## config.mk

```make
export PLATFORM = sky130hd
export DESIGN_NAME = alu_frame_sequencer
export DESIGN_NICKNAME = d
export VERILOG_FILES = /design/src/rtl/alu_seq_pkg.sv /design/src/rtl/seq_timeout_timer.sv /design/src/rtl/alu_frame_sequencer.sv
export SDC_FILE = /design/constraint.sdc
export NUM_CORES = 1
export LEC_CHECK = 0
export ABC_CLOCK_PERIOD_IN_PS = 2800
export BUFFER_PORTS_ARGS = -buffer_cell sky130_fd_sc_hd__clkbuf_2
export CORE_MARGIN = 1
export CORE_UTILIZATION = 25
export DETAILED_ROUTE_END_ITERATION = 6
export PLACE_DENSITY_LB_ADDON = 0.05
export REMOVE_ABC_BUFFERS = 1
export SLEW_MARGIN = 20
export SYNTH_ARGS = -nofsm -noshare
export SYNTH_HDL_FRONTEND = slang
export SYNTH_SLANG_ARGS = --single-unit
```

## constraint.sdc

```tcl
create_clock -name i_clk -period 2.8 [get_ports i_clk]
set_input_delay 0.84 -clock i_clk [delete_from_list [all_inputs] [get_ports i_clk]]
set_output_delay 0.84 -clock i_clk [all_outputs]
set_load 0.005 [all_outputs]
```

## src/rtl/alu_seq_pkg.sv

```systemverilog
// ----------------------------------------------------------------------------
// alu_seq_pkg
//   Shared definitions for the ALU frame sequencer: FSM state encoding and
//   the opcode constants understood by the companion ALU.
// ----------------------------------------------------------------------------
package alu_seq_pkg;

    typedef enum logic [2:0] {
        GET_A  = 3'd0,
        GET_B  = 3'd1,
        GET_OP = 3'd2,
        EXEC   = 3'd3,
        SEND   = 3'd4
    } seq_state_t;

    localparam logic [5:0] OP_ADD = 6'h20;
    localparam logic [5:0] OP_SUB = 6'h22;
    localparam logic [5:0] OP_AND = 6'h24;
    localparam logic [5:0] OP_OR  = 6'h25;

endpackage

```

## src/rtl/seq_timeout_timer.sv

```systemverilog
// ----------------------------------------------------------------------------
// seq_timeout_timer
//   Inter-byte timeout counter for the frame sequencer.
//   Ports:
//     i_clk, i_rst_n  clock / async active-low reset
//     i_clear         synchronous clear (has priority over i_enable)
//     i_enable        count one clock
//     o_expire        high while the count equals TIMEOUT_CYCLES-1
// ----------------------------------------------------------------------------
module seq_timeout_timer #(
    parameter int TIMEOUT_CYCLES = 1024
) (
    input  logic i_clk,
    input  logic i_rst_n,
    input  logic i_clear,
    input  logic i_enable,
    output logic o_expire
);

    localparam int NB_T = (TIMEOUT_CYCLES > 2) ? $clog2(TIMEOUT_CYCLES) : 1;

    logic [NB_T-1:0] r_count;

    always_ff @(posedge i_clk or negedge i_rst_n) begin
        if (!i_rst_n) begin
            r_count <= '0;
        end else if (i_clear) begin
            r_count <= '0;
        end else if (i_enable) begin
            r_count <= r_count + 1'b1;
        end
    end

    assign o_expire = (r_count == NB_T'(TIMEOUT_CYCLES - 1));

endmodule

```

## src/rtl/alu_frame_sequencer.sv

```systemverilog
// ----------------------------------------------------------------------------
// alu_frame_sequencer
//   Pops three bytes per frame from the RX FIFO (A, B, opcode), presents them
//   to a combinational ALU, captures the result and pushes it to the TX FIFO.
//   Ports:
//     i_clk, i_rst_n              clock / async active-low reset
//     i_rx_empty, i_rx_data       RX FIFO (first-word fall-through)
//     o_rx_read                   RX pop strobe
//     o_alu_a, o_alu_b, o_alu_op  registered ALU operands
//     i_alu_result                ALU result
//     i_tx_full                   TX FIFO full flag
//     o_tx_write, o_tx_data       TX push strobe / registered result byte
//     o_busy                      high outside GET_A
//     o_frame_count               completed frames (wrapping)
//     o_timeout                   one-cycle pulse on frame abort
//   Optional feature: define ALU_SEQ_TIMEOUT_EN to enable the inter-byte
//   timeout in GET_B/GET_OP.
// ----------------------------------------------------------------------------
module alu_frame_sequencer
    import alu_seq_pkg::*;
#(
    parameter int NB_DATA        = 8,
    parameter int NB_OP          = 6,
    parameter int NB_CNT         = 16,
    parameter int TIMEOUT_CYCLES = 1024
) (
    input  logic               i_clk,
    input  logic               i_rst_n,
    input  logic               i_rx_empty,
    input  logic [NB_DATA-1:0] i_rx_data,
    output logic               o_rx_read,
    output logic [NB_DATA-1:0] o_alu_a,
    output logic [NB_DATA-1:0] o_alu_b,
    output logic [NB_OP-1:0]   o_alu_op,
    input  logic [NB_DATA-1:0] i_alu_result,
    input  logic               i_tx_full,
    output logic               o_tx_write,
    output logic [NB_DATA-1:0] o_tx_data,
    output logic               o_busy,
    output logic [NB_CNT-1:0]  o_frame_count,
    output logic               o_timeout
);

    seq_state_t         r_state;
    seq_state_t         w_state_next;
    logic [NB_DATA-1:0] r_alu_a;
    logic [NB_DATA-1:0] r_alu_b;
    logic [NB_OP-1:0]   r_alu_op;
    logic [NB_DATA-1:0] r_tx_data;
    logic [NB_CNT-1:0]  r_frame_count;
    logic               w_in_get;
    logic               w_mid_frame;
    logic               w_abort;

    assign w_in_get    = (r_state == GET_A) || (r_state == GET_B) || (r_state == GET_OP);
    assign w_mid_frame = (r_state == GET_B) || (r_state == GET_OP);

`ifdef ALU_SEQ_TIMEOUT_EN
    logic w_expire;

    // Timer runs only while waiting for B/opcode; any accepted byte restarts it.
    seq_timeout_timer #(
        .TIMEOUT_CYCLES(TIMEOUT_CYCLES)
    ) u_timer (
        .i_clk    (i_clk),
        .i_rst_n  (i_rst_n),
        .i_clear  (!w_mid_frame || !i_rx_empty),
        .i_enable (w_mid_frame),
        .o_expire (w_expire)
    );

    assign w_abort = w_mid_frame && i_rx_empty && w_expire;
`else
    logic w_unused_timeout_cfg;
    assign w_unused_timeout_cfg = (TIMEOUT_CYCLES >= 2) && w_mid_frame;
    assign w_abort = 1'b0;
`endif

    // State register
    always_ff @(posedge i_clk or negedge i_rst_n) begin
        if (!i_rst_n) begin
            r_state <= GET_A;
        end else begin
            r_state <= w_state_next;
        end
    end

    // Next-state logic
    always_comb begin
        w_state_next = r_state;
        case (r_state)
            GET_A:   if (!i_rx_empty) w_state_next = GET_B;
            GET_B:   if (!i_rx_empty) w_state_next = GET_OP;
                     else if (w_abort) w_state_next = GET_A;
            GET_OP:  if (!i_rx_empty) w_state_next = EXEC;
                     else if (w_abort) w_state_next = GET_A;
            EXEC:    w_state_next = SEND;
            SEND:    if (!i_tx_full) w_state_next = GET_A;
            default: w_state_next = GET_A;
        endcase
    end

    // Output strobes; gated by reset so nothing pops/pushes while held in reset
    always_comb begin
        o_rx_read  = i_rst_n && w_in_get && !i_rx_empty;
        o_tx_write = i_rst_n && (r_state == SEND) && !i_tx_full;
        o_busy     = (r_state != GET_A);
        o_timeout  = i_rst_n && w_abort;
    end

    // Datapath registers
    always_ff @(posedge i_clk or negedge i_rst_n) begin
        if (!i_rst_n) begin
            r_alu_a       <= '0;
            r_alu_b       <= '0;
            r_alu_op      <= '0;
            r_tx_data     <= '0;
            r_frame_count <= '0;
        end else begin
            case (r_state)
                GET_A:  if (!i_rx_empty) r_alu_a  <= i_rx_data;
                GET_B:  if (!i_rx_empty) r_alu_b  <= i_rx_data;
                GET_OP: if (!i_rx_empty) r_alu_op <= i_rx_data[NB_OP-1:0];
                EXEC:   r_tx_data <= i_alu_result;
                SEND:   if (!i_tx_full) r_frame_count <= r_frame_count + 1'b1;
                default: ;
            endcase
        end
    end

    assign o_alu_a       = r_alu_a;
    assign o_alu_b       = r_alu_b;
    assign o_alu_op      = r_alu_op;
    assign o_tx_data     = r_tx_data;
    assign o_frame_count = r_frame_count;

endmodule

```

==> flow_metrics.py <==
metrics = {
    "run": {
        "cap_violations": 0,
    },
    "floorplanning": {
        "initial_core_util": 0.262,
        "core_um2": 7850,
        "io_pins": 70,
        "fp-row-count": 32,
        "die_w_um": 92.7,
        "die_y_um": 92.7,
        "dieArea_um2": 8590,
    },
    "setup_path": {
        "crit_path_end_kind": "primary output",
        "cp.arrival_ns": 1.52,
        "critPathMaxFanout": 3,
        "worst-setup-path-type": "primary input to primary output",
        "r2r-end": "o_frame_count[12]$_DFFE_PN0P_",
        "r2r.worst_path.cells": 4,
        "worstReg2RegStart": "r_state[0]$_DFFE_PN0P_",
        "cp.required_ns": 1.96,
        "start_kind": "primary input",
        "rrSetupSlack_ns": 0.86,
    },
    "yosys": {
        "syn_area_per_cell_um2": 13.6,
        "ys_warn_count": 0,
        "syn_area_um2": 2060,
        "synth_cell_types": 32,
        "synthCells": 151,
        "ys_ff_latch": 49,
        "yosysSeqAreaShare": 0.596,
    },
    "grt": {
        "grt_remaining_overflow": 0,
        "grt_first_pass_wirelength_um": 7180,
        "grtUsageTotal": 0.109,
        "antenna_found_initial": 0,
        "grt_pass1_vias": 1463,
        "grt_max_degree": 42,
    },
    "power_and_ir_drop": {
        "p_leak_nw": 1.26,
        "vdd.ir_drop.worst_uv": 334,
        "power_density_nw_per_um2": 904,
    },
    "final_layout": {
        "final_cell_mix": "clkbuf_2 (68), dfrtp_1 (49), mux2_2 (30), nand2_1 (11), xnor2_1 (10)",
        "syn2layout_area_growth_pct": 26.2,
        "drive_gt1_frac": 0.520,
        "fin_nets": 245,
        "fillCellCount": 815,
        "diodes": 0,
        "final_area_um2": 2590,
        "multiInputGateArea_um2": 777,
        "regArea_um2": 1230,
        "layout_commonest_cell": "clkbuf_2",
    },
    "detailed_routing": {
        "route.antenna.remaining_nets": 0,
        "num_vias": 1380,
        "dr.pass1.iters": 4,
        "drt_wl_total_um": 4400,
        "wl_per_cell_um": 13.5,
        "drcViolationCount": 0,
        "vias_per_cell": 4.22,
        "drtIter0Drc": 47,
    },
    "clock_tree": {
        "cts_root_buf": "clkbuf_8",
        "cts.sink_count": 49,
        "holdBufCountCts": 0,
        "cts_buffer_depth": 2,
        "clock_latency_ns": 0.30,
        "clk_pin_slew_worst_paths_ns": 0.08,
        "cts_made_buffers": 5,
        "htree_levels": 2,
        "cts_resized": 0,
        "post_cts_buffers": 0,
        "cts_tree": "built",
    },
    "place": {
        "port_buffers": 68,
        "dpl-instance-area_um2": 2510,
        "place_congestion": 0.703,
        "dp_hpwl_um": 3270,
    },
    "sta": {
        "rsz0062_at_grt": "no",
        "period_share": 0.843,
        "finalHoldViolations": 0,
        "final_max_slew_viol_count": 0,
        "fin_setup_tns_ns": 0,
        "min_period_ns": 2.36,
        "tightest_slew_ns": 0.535,
        "fmax_mhz": 424,
        "clock_skew_ns": 0.00645,
        "slew_headroom": 0.643,
        "setup_violations": 0,
    },
    "status": {
        "status": "finished clean",
    },
    "min_path": {
        "hp-class": "primary input to asynchronous set/reset pin",
    },
}
## worst max-delay path: stages
cell and delay, ns:
clkbuf_2 0.10, nor4b_1 0.30, and2_1 0.18, clkbuf_2 0.10
## cell families after synthesis
group / share of synthesized area
XOR/XNOR: 0.0639
other: 0.00182
AND/OR/NAND/NOR: 0.131
flip-flops: 0.596
adder cells (fa/ha/maj): 0.00609
buffers and inverters: 0.0256
multiplexers: 0.164
AO/OA/AOI/OAI: 0.0110
## layout make-up
cell class | count | share of cell area
Inverter | 1 | 0.00145
Multi-Input combinational cell | 94 | 0.299
Sequential cell | 49 | 0.473
Tap cell | 102 | 0.0492
Clock inverter | 2 | 0.00386
Timing Repair Buffer | 73 | 0.146
Clock buffer | 6 | 0.0280
## power by group
group          total, W  leakage, nW  switching, W  internal (W)
Combinational  0.000782        0.604      0.000311      0.000471
Sequential      0.00116        0.607      0.000194      0.000968
Clock          0.000402       0.0450      0.000229      0.000174
## worst max path at each step
stage	from	endpoint	slack (ns)	depth (start not counted)
floorplan	i_tx_full	o_tx_write	0.51	2
global placement	i_tx_full	o_tx_write	0.44	4
detailed placement	i_tx_full	o_tx_write	0.42	4
CTS	i_tx_full	o_tx_write	0.42	4
global route	i_tx_full	o_tx_write	0.33	4
finish	i_tx_full	o_tx_write	0.44	4
## Yosys cell counts
cell | count | area [µm²]
nand3_1 | 7 | 35.0
or3_1 | 1 | 6.26
o31ai_1 | 1 | 7.51
nor2b_1 | 1 | 6.26
buf_4 | 2 | 15.0
nor3_2 | 2 | 20.0
and3_1 | 1 | 6.26
nand2_1 | 11 | 41.3
mux2_2 | 30 | 338
ha_1 | 1 | 12.5
or3_4 | 1 | 11.3
clkbuf_1 | 3 | 11.3
nor4_2 | 1 | 12.5
o21a_1 | 1 | 7.51
nor3_1 | 3 | 15.0
inv_1 | 1 | 3.75
conb_1 | 1 | 3.75
or2b_1 | 1 | 7.51
or4b_4 | 1 | 13.8
and2b_1 | 1 | 7.51
and2_1 | 1 | 6.26
a211oi_1 | 1 | 7.51
or2_2 | 1 | 6.26
nor4_4 | 1 | 21.3
nand4_1 | 3 | 18.8
xnor2_1 | 10 | 87.6
nand2b_1 | 1 | 6.26
xor2_1 | 5 | 43.8
nor4b_1 | 1 | 8.76
dfrtp_1 | 49 | 1230
nor2_1 | 5 | 18.8
buf_6 | 2 | 22.5
## stage by stage
| step | total power [W] | worst slack (ns) | util | cells | hold WS (ns) |
|---|---|---|---|---|---|
| 3_5_place_dp | 0.00198 | 0.420 | 0.320 | 319 | 0.477 |
| 3_3_place_gp | 0.00194 | 0.435 | 0.320 | 319 | 0.466 |
| 6_report | 0.00235 | 0.439 | 0.331 | 327 | 0.412 |
| 2_1_floorplan | 0.00156 | 0.507 | - | 144 | 0.468 |
| 5_1_grt | 0.00252 | 0.334 | 0.331 | 327 | 0.408 |
| 4_1_cts | 0.00239 | 0.420 | 0.331 | 327 | 0.414 |
## flip-flops by register name (all words and copies together), names as in the netlist
name,count
o_alu_a,8
o_tx_data,8
o_frame_count,16
r_state,3
o_alu_b,8
o_alu_op,6
## metal layers
layer | GRT usage | wire length, µm | vias up
met5 | 0 | 0 | -
li1 | - | - | 663
met4 | 0.0385 | 55 | 0
met2 | 0.181 | 2160 | 39
met1 | 0.132 | 1940 | 674
met3 | 0.0337 | 250 | 4
Power figures use the tool's default switching activity.
